$ cat src/rtl/phase_detect_if.sv
// Sample/result bundle for phase_detect: edge timestamps and period in,
// signed phase result and status flags out.
interface phase_detect_if;
   logic               in_valid;
   logic [31:0]        v_edge_time;
   logic [31:0]        i_edge_time;
   logic [31:0]        v_period_time;
   logic signed [15:0] phase_diff;
   logic               i_lag;
   logic               phase_valid;
   logic               phase_err;
   logic               busy;
   logic               overrun;

   modport master (
      output in_valid, v_edge_time, i_edge_time, v_period_time,
      input  phase_diff, i_lag, phase_valid, phase_err, busy, overrun
   );

   modport slave (
      input  in_valid, v_edge_time, i_edge_time, v_period_time,
      output phase_diff, i_lag, phase_valid, phase_err, busy, overrun
   );
endinterface

$ cat src/rtl/phase_detect.sv
// Phase of current edge relative to voltage edge in 0.1 degree units via a
// 44-cycle restoring divider. Define PHASE_AVG_EN to output a 4-sample mean.
module phase_detect (
   input logic          clk,
   input logic          rst,
   phase_detect_if.slave bus
);
   typedef enum logic [2:0] {
      IDLE, ADJ, DIV, NORM,
`ifdef PHASE_AVG_EN
      AVG,
`endif
      OUT
   } state_t;

   state_t             state, state_nx;
   logic [31:0]        v_r, i_r, per_r;
   logic [31:0]        rem;
   logic [43:0]        num;
   logic [5:0]         cnt;
   logic signed [15:0] phase_diff_r;
   logic               i_lag_r, phase_valid_r, phase_err_r, overrun_r;

   logic [31:0]        dt, dt_adj, rem_sub;
   logic [32:0]        rem_sh;
   logic               adj_err, rem_ge, busy_w, accept;
   logic [15:0]        q;
   logic signed [15:0] phase_n;

`ifdef PHASE_AVG_EN
   logic signed [15:0] hist [4];
   logic [2:0]         hist_n;
   logic signed [17:0] sum;
   logic signed [15:0] avg;
`endif

   always_comb begin
      dt      = i_r - v_r;
      dt_adj  = dt[31] ? dt + per_r : dt;
      // A still-negative dt wraps to a huge unsigned value and fails the range check.
      adj_err = (per_r == '0) || (dt_adj >= per_r);
      rem_sh  = {rem, num[43]};
      rem_ge  = rem_sh >= {1'b0, per_r};
      rem_sub = rem_sh[31:0] - per_r;
      q       = num[15:0];
      phase_n = (q < 16'd1800) ? signed'(q) : signed'(q - 16'd3600);
      busy_w  = (state != IDLE) || phase_err_r;
      accept  = bus.in_valid && !busy_w;
`ifdef PHASE_AVG_EN
      sum = {{2{hist[0][15]}}, hist[0]} + {{2{hist[1][15]}}, hist[1]}
          + {{2{hist[2][15]}}, hist[2]} + {{2{hist[3][15]}}, hist[3]};
      avg = sum[17:2];
`endif
   end

   always_ff @(posedge clk) begin
      if (!rst) state <= IDLE;
      else      state <= state_nx;
   end

   always_comb begin
      state_nx = state;
      case (state)
         IDLE:    if (accept) state_nx = ADJ;
         ADJ:     state_nx = adj_err ? IDLE : DIV;
         DIV:     if (cnt == 6'd43) state_nx = NORM;
`ifdef PHASE_AVG_EN
         NORM:    state_nx = AVG;
         AVG:     state_nx = OUT;
`else
         NORM:    state_nx = OUT;
`endif
         OUT:     state_nx = IDLE;
         default: state_nx = IDLE;
      endcase
   end

   always_ff @(posedge clk) begin
      if (!rst) begin
         v_r           <= '0;
         i_r           <= '0;
         per_r         <= '0;
         rem           <= '0;
         num           <= '0;
         cnt           <= '0;
         phase_diff_r  <= '0;
         i_lag_r       <= 1'b0;
         phase_valid_r <= 1'b0;
         phase_err_r   <= 1'b0;
         overrun_r     <= 1'b0;
`ifdef PHASE_AVG_EN
         for (int unsigned k = 0; k < 4; k++) hist[k] <= '0;
         hist_n <= '0;
`endif
      end else begin
         phase_valid_r <= 1'b0;
         phase_err_r   <= 1'b0;
         if (bus.in_valid && busy_w) overrun_r <= 1'b1;
         case (state)
            IDLE: if (accept) begin
               v_r   <= bus.v_edge_time;
               i_r   <= bus.i_edge_time;
               per_r <= bus.v_period_time;
            end
            ADJ: begin
               num <= 44'(dt_adj) * 44'd3600;
               rem <= '0;
               cnt <= '0;
               if (adj_err) phase_err_r <= 1'b1;
            end
            DIV: begin
               cnt <= cnt + 6'd1;
               if (rem_ge) begin
                  rem <= rem_sub;
                  num <= {num[42:0], 1'b1};
               end else begin
                  rem <= rem_sh[31:0];
                  num <= {num[42:0], 1'b0};
               end
            end
`ifdef PHASE_AVG_EN
            NORM: begin
               hist[0] <= phase_n;
               hist[1] <= hist[0];
               hist[2] <= hist[1];
               hist[3] <= hist[2];
               if (hist_n != 3'd4) hist_n <= hist_n + 3'd1;
            end
            AVG: if (hist_n == 3'd4) begin
               phase_diff_r  <= avg;
               i_lag_r       <= avg > 16'sd0;
               phase_valid_r <= 1'b1;
            end
`else
            NORM: begin
               phase_diff_r  <= phase_n;
               i_lag_r       <= phase_n > 16'sd0;
               phase_valid_r <= 1'b1;
            end
`endif
            default: ;
         endcase
      end
   end

   assign bus.phase_diff  = phase_diff_r;
   assign bus.i_lag       = i_lag_r;
   assign bus.phase_valid = phase_valid_r;
   assign bus.phase_err   = phase_err_r;
   assign bus.busy        = busy_w;
   assign bus.overrun     = overrun_r;
endmodule

$ cat src/flat_wrapper.sv
// flat-port wrapper written by rule: the top's interface ports become plain ports
module phase_detect_flat 
  (clk, rst, bus_in_valid, bus_v_edge_time, bus_i_edge_time, bus_v_period_time, bus_phase_diff, bus_i_lag, bus_phase_valid, bus_phase_err, bus_busy, bus_overrun);
  phase_detect_if bus_i ();
  input logic clk;
  input logic rst;
  input wire logic [$bits(bus_i.in_valid)-1:0] bus_in_valid;
  input wire logic [$bits(bus_i.v_edge_time)-1:0] bus_v_edge_time;
  input wire logic [$bits(bus_i.i_edge_time)-1:0] bus_i_edge_time;
  input wire logic [$bits(bus_i.v_period_time)-1:0] bus_v_period_time;
  output wire logic [$bits(bus_i.phase_diff)-1:0] bus_phase_diff;
  output wire logic [$bits(bus_i.i_lag)-1:0] bus_i_lag;
  output wire logic [$bits(bus_i.phase_valid)-1:0] bus_phase_valid;
  output wire logic [$bits(bus_i.phase_err)-1:0] bus_phase_err;
  output wire logic [$bits(bus_i.busy)-1:0] bus_busy;
  output wire logic [$bits(bus_i.overrun)-1:0] bus_overrun;
  assign bus_i.in_valid = bus_in_valid;
  assign bus_i.v_edge_time = bus_v_edge_time;
  assign bus_i.i_edge_time = bus_i_edge_time;
  assign bus_i.v_period_time = bus_v_period_time;
  assign bus_phase_diff = bus_i.phase_diff;
  assign bus_i_lag = bus_i.i_lag;
  assign bus_phase_valid = bus_i.phase_valid;
  assign bus_phase_err = bus_i.phase_err;
  assign bus_busy = bus_i.busy;
  assign bus_overrun = bus_i.overrun;
  phase_detect u_core (.clk(clk), .rst(rst), .bus(bus_i));
endmodule
$ cat config.mk
export PLATFORM = sky130hd
export DESIGN_NAME = phase_detect_flat
export DESIGN_NICKNAME = d
export VERILOG_FILES = /design/src/rtl/phase_detect_if.sv /design/src/rtl/phase_detect.sv /design/src/flat_wrapper.sv
export SDC_FILE = /design/constraint.sdc
export NUM_CORES = 1
export LEC_CHECK = 0
export ABC_AREA = 1
export CAP_MARGIN = 0
export CORE_UTILIZATION = 38
export DETAILED_ROUTE_END_ITERATION = 16
export PLACE_DENSITY = 0.55
export SLEW_MARGIN = 20
export SYNTH_ARGS = -nofsm -noshare
export SYNTH_HDL_FRONTEND = slang
export SYNTH_SLANG_ARGS = --single-unit
$ cat constraint.sdc
create_clock -name clk -period 9.2 [get_ports clk]
set_input_delay 0.92 -clock clk [delete_from_list [all_inputs] [get_ports clk]]
set_output_delay 0.92 -clock clk [all_outputs]
set_load 0.02 [all_outputs]
Yosys cells after proc, flatten, opt, wreduce, memory -nomap -nowiden
Cells that the tools add are included.
{"block": "classes", "multipliers": 1, "eq_ne": 6, "reduce_logical": 12, "add_sub_neg": 5, "magnitude_cmp": 4, "n_mux": 13}
{"operator": "$pmux 44 s2", "n": 1}
{"operator": "$mux 32", "n": 2}
{"operator": "$pmux 32 s2", "n": 1}
{"operator": "$sub 32x32->32", "n": 2}
{"operator": "$mul 32x8->40 const B", "n": 1}
{"operator": "$ge 33x32->1", "n": 1}
{"operator": "$add 32x32->32", "n": 1}
{"operator": "$ge 32x32->1", "n": 1}
{"operator": "$logic_not 32->1", "n": 1}
{"operator": "$gt 16x1->1 const B", "n": 1}
{"operator": "$lt 16x11->1 const B", "n": 1}
{"operator": "$mux 16", "n": 1}
{"operator": "$sub 16x12->16 const B", "n": 1}
{"operator": "$pmux 3 s4", "n": 1}
{"operator": "$pmux 6 s2", "n": 1}
{"operator": "$add 6x1->6 const B", "n": 1}
{"operator": "$eq 3x2->1 const B", "n": 2}
{"operator": "$eq 6x6->1 const B", "n": 1}
{"operator": "$mux 3", "n": 2}
{"operator": "$reduce_and 2->1", "n": 3}
{"operator": "$ne 2x1->1 const B", "n": 2}
{"operator": "$eq 3x1->1 const B", "n": 1}
{"operator": "$logic_not 3->1", "n": 1}
{"operator": "$mux 1", "n": 3}
{"operator": "6 further kinds", "n": 8}
{"block": "totals", "elab_cells": 53, "output_inout_bits": 21, "ff_bits": 201, "input_bits": 99}

Logic depth before layout (Yosys ltp)
{"block": "depth", "word_depth": 7, "depth_mapped": 44}

Worst setup path before layout
No wires, ideal clock.
{"block": "synth_path", "kind": "reg-to-reg", "startpoint": "register u_core.i_r[0]", "endpoint": "register u_core.num[34]", "t_arrival_ns": 6.258, "setup_ns": 0.114, "path_stages_with_launch": 37, "setup_slack_ns": 2.828, "cell_sequence": "dfxtp_1 -> inv_1 -> ha_1 -> inv_1 -> fa_1 -> nand2_1 -> nand2_1 -> nand2_1 -> o21bai_1 -> xor2_1 -> ha_1 -> nand2_1 -> inv_1 -> a21oi_1 -> nand2_1 -> a21oi_1 -> xor2_1 -> o21ai_0 -> inv_1 -> fa_1 -> inv_1 -> ha_1 -> inv_1 -> fa_1 -> inv_1 -> ha_1 -> ha_1 -> nand2_1 -> nor2_1 -> nand3_1 -> o21ai_0 -> nand2_1 -> nand2_1 -> a21oi_1 -> nand2b_1 -> nand3_1 -> nand2_1"}
{"block": "synth_between", "elab_chain_cells": 5}
{"item": "from (decl)", "line": "phase_detect.sv:17", "source": "logic [31:0] v_r, i_r, per_r;"}
{"item": "from (signal assigned)", "line": "phase_detect.sv:102", "source": "i_r <= bus.i_edge_time;"}
{"item": "$sub 32x32->32 *", "line": "phase_detect.sv:38", "source": "dt = i_r - v_r;"}
{"item": "$add 32x32->32", "line": "phase_detect.sv:39", "source": "dt_adj = dt[31] ? dt + per_r : dt;"}
{"item": "$mux 32 *", "line": "phase_detect.sv:39"}
{"item": "$mul 32x8->40 *", "line": "phase_detect.sv:106", "source": "num <= 44'(dt_adj) * 44'd3600;"}
{"item": "$pmux 44 s2 *", "line": "phase_detect.sv:99", "source": "case (state)"}
{"item": "to (signal assigned)", "line": "phase_detect.sv:106"}
{"item": "to (signal assigned)", "line": "phase_detect.sv:115", "source": "num <= {num[42:0], 1'b1};"}
{"item": "to (signal assigned)", "line": "phase_detect.sv:118", "source": "num <= {num[42:0], 1'b0};"}
{"item": "to (decl)", "line": "phase_detect.sv:19", "source": "logic [43:0] num;"}
Every way passes the cells marked *; elsewhere a longest branch is shown, timed or not.
A chain may end at the register's enable or synchronous reset.

Final worst setup path
Same ends and word-level chain as after synthesis.

==> results by group <==
Synthesis
  – Mapped Area: around 20,000 µm²
  – Ys Warns: 0
  – Synth Area in Adders: roughly a fifth
  – Largest family of logic cells by synthesized area: simple AND/OR/NAND/NOR gates
  – Synth Area in Compound Gates: roughly 17%
  – Synth Area in Simple Gates: between 20% and 30%
  – Cell count after synthesis: approximately 3,000
  – Net Count, Synth: between 3,000 and 4,000
  – Post-synthesis sequential area ratio: around a fifth
  – Xor-xnor portion of the synthesized cell area: 3.522%
  – Average size of a mapped cell: 6.540 µm²
  – Yosys reg bits: around 200
  – Post-synthesis mux area share: 0%
  – Synth unique cells: 50

GRT
  – Total congestion overflow: 0
  – Number of global-route vias before repair: between 15,000 and 20,000
  – Initial antenna violation count: 0
  – First-pass GRT wire length: 103,300 µm
  – Pin count of the biggest net entering global routing: 160
  – GR Util All Layers: 24.77%

Die
  – Die Span Y: ~230 µm
  – Die X: 229.4 µm
  – Initial core utilization: 38.84%
  – Core ar.: 50,580 µm²
  – I/O pin cnt: 120
  – Die Area: around 53,000 µm²
  – Cell row count: 82

Setup path
  – CP max-delay cell: o21ai_0
  – Most used cell, CP: nand2_1
  – CP Data Arrival Time: 8.34 ns
  – Crit Path Class: reg -> reg
  – Worst setup EP type: register
  – R2r worst-path depth: 36
  – CP required: approximately 9.7 ns
  – CP Max Fanout: 5
  – Worst r2r src: u_core.i_r[0]
  – Setup crit start kind: register
  – R2R setup slack: 1.32 ns
  – Reg-to-reg critical path endpoint: u_core.num[34]
  – Max incr delay on CP: 0.80 ns

Final layout
  – Finished Layout Cells: 3,776
  – Fin area: 22,370 µm²
  – Final net count: between 3,000 and 4,000
  – Ant diodes: 0
  – P&R area growth vs syn: 13.87%
  – Layout cells sized above 1: 4.156%

Timing
  – Slew margin rel.: 30.99%
  – Unrepaired setup endpoints after global routing: false
  – Max Freq: 126.9 MHz
  – Final worst path period share: 85.64%
  – Final setup viols: 0
  – Setup TNS Final: 0 ns
  – Hold Fails Final Rpt: 0
  – Fin Clk Skew: roughly 0.021 ns
  – Max-slew violation count: 0
  – Hold slack: 0.4545 ns
  – Period minus WS final: 7.879 ns
  – Worst slew pin tran: 1.031 ns

Route
  – Drt pass-1 iters: 6
  – Total number of vias: 19,380
  – Mean routed wirelength per cell: approximately 17 µm
  – Met1 wire length: 30,170 µm
  – Routed wl met3: 3467 µm
  – Iter 0 DRT Violations: 1,215
  – Post-route ant nets: 0
  – DRT Wirelength: 64,940 µm
  – Vias/cell: 5.132
  – Max layer used: met4
  – Drt drc: 0
  – Routed met2 length: 29,320 µm

Worst hold path
  – HP Class: reg -> reg
  – Hold path start: u_core.v_r[21]
  – Hold depth: 2
  – Hold EP: u_core.v_r[21]

CTS
  – CTS tree: done
  – # resized after CTS: 0
  – CTS clk-pin slew, worst paths: 0.06 ns
  – Worst-Skew Late Latency: 0.59 ns
  – Post-CTS Setup Inserts: 0
  – Clk sink count: 201
  – Num CTS Buffers: 26
  – Root Driver: clkbuf_16
  – CTS Hold Buffers Added: 0
  – H-tree depth: 1
  – Clock buffer depth: 3

Placement
  – I/O Buffers: 119
  – Placed cell areas: about 21,000 µm²
  – Inst Count DP: 3,731
  – DP HPWL: 53,220 µm
  – GPL Wtd Cong: 0.9687

Outcome
  – Outcome: finished, final reports clean

Job
  – Max Cap Viol: 0
synth_stat cells, drive strengths merged:
cell	number	share of area [%]
dfxtp	201	20
and2	1	0.032
fa	47	4.8
a21o	14	0.53
nor3b	1	0.064
o21bai	18	0.69
clkinv	2	0.038
inv	428	8.2
xnor2	33	1.5
nor3	23	0.69
or3	1	0.032
nand3	140	3.6
xor2	46	2.1
ha	246	16
or2	9	0.29
nand3b	46	1.8
and3	1	0.032
buf	23	0.73
o211a	1	0.051
nand4	34	1.1
a21oi	327	8.4
o211ai	9	0.34
a22o	1	0.045
nand2	820	16
a31o	1	0.045
nand2b	1	0.032
o21ai	200	5.3
nor4	19	0.61
a211oi	5	0.19
o21a	7	0.27
clkbuf	56	1.1
a221oi	4	0.18
a21boi	5	0.19
a31oi	16	0.51
nor2	198	3.9
o22ai	20	0.64
state kept, by name, indices dropped and copies added, names as in the netlist, 3 cells and up:
signal,flops
u_core.rem,32
u_core.cnt,6
u_core.num,44
u_core.v_r,32
u_core.state,3
u_core.per_r,32
u_core.i_r,32
u_core.bus.phase_diff,16
metal layers:
| layer | vias to the layer above | global-route usage (%) |
|---|---|---|
| li1 | 10030 | - |
| met1 | 8874 | 32.77 |
| met2 | 394 | 41.22 |
| met3 | 83 | 4.121 |
| met4 | 0 | 7.083 |
| met5 | - | 0 |
final cells by class:
cell class	count	area [µm²]
clock buffer	34	740.7
clock inverter	11	170.2
fill	5431	28210
inverter	430	1617
multi-input combinational	2294	13670
sequential	201	4024
tap	672	840.8
timing repair buffer	134	1311
logic make-up after synthesis:
kind of cell | Yosys count
DFF | 201
xor gates and xnor gates | 79
adders and majority gates | 293
and+or+nand+nor | 1294
AOI/OAI and AO/OA | 628
buffers and inverters | 509
placed cells by master, fill, tap and decap left out, types with 3 or more instances in the layout:
master | netlist | routed
nand2_1 | 793 | 793
inv_1 | 422 | 421
a21oi_1 | 321 | 321
ha_1 | 246 | 246
dfxtp_1 | 201 | 201
nor2_1 | 195 | 194
o21ai_0 | 186 | 185
nand3_1 | 140 | 140
clkdlybuf4s50_1 | 0 | 118
fa_1 | 47 | 47
nand3b_1 | 46 | 46
xor2_1 | 46 | 46
nand4_1 | 34 | 34
xnor2_1 | 33 | 33
nand2_2 | 27 | 27
clkbuf_16 | 0 | 26
o22ai_1 | 20 | 20
nor3_1 | 19 | 19
nor4_1 | 19 | 19
o21bai_1 | 18 | 18
a31oi_1 | 16 | 16
a21o_1 | 14 | 14
buf_4 | 2 | 14
or2_2 | 9 | 9
o21ai_2 | 9 | 9
o211ai_1 | 9 | 9
inv_2 | 6 | 7
o21a_1 | 7 | 7
a21oi_2 | 6 | 6
clkbuf_8 | 0 | 6
a211oi_1 | 5 | 5
o21ai_1 | 4 | 5
a21boi_0 | 5 | 5
a221oi_1 | 4 | 4
nor3_2 | 4 | 3
nor2_4 | 2 | 3
bufinv_16 | 0 | 3
clkinv_2 | 0 | 3
per-stage QoR:
step / setup slack (ns) / util (%)
6_report: 1.321 / 44.22
3_5_place_dp: 1.304 / 42.42
4_1_cts: 1.259 / 44.22
3_3_place_gp: 1.390 / 42.42
5_1_grt: 0.5222 / 44.22
2_1_floorplan: 2.828 / -
critical path: cells and delay by family (launching register included):
kind	cells	cell delay, ns
AOI/OAI and AO/OA	6	2.25
DFF	1	0.31
xor gates and xnor gates	2	0.38
adders and majority gates	8	2.70
and+or+nand+nor	13	1.60
buffers and inverters	7	0.49
worst max path at each step:
stage	start	to	cells after the start
detailed placement	u_core.v_r[2]	u_core.num[34]	34
global route	u_core.v_r[2]	u_core.num[42]	35
floorplan	u_core.i_r[0]	u_core.num[34]	36
global placement	u_core.v_r[2]	u_core.num[34]	34
finish	u_core.i_r[0]	u_core.num[34]	36
CTS	u_core.v_r[2]	u_core.num[34]	34
Power is not shown: default switching activity piles up to over one toggle a cycle in this logic, so the estimate is an artifact.
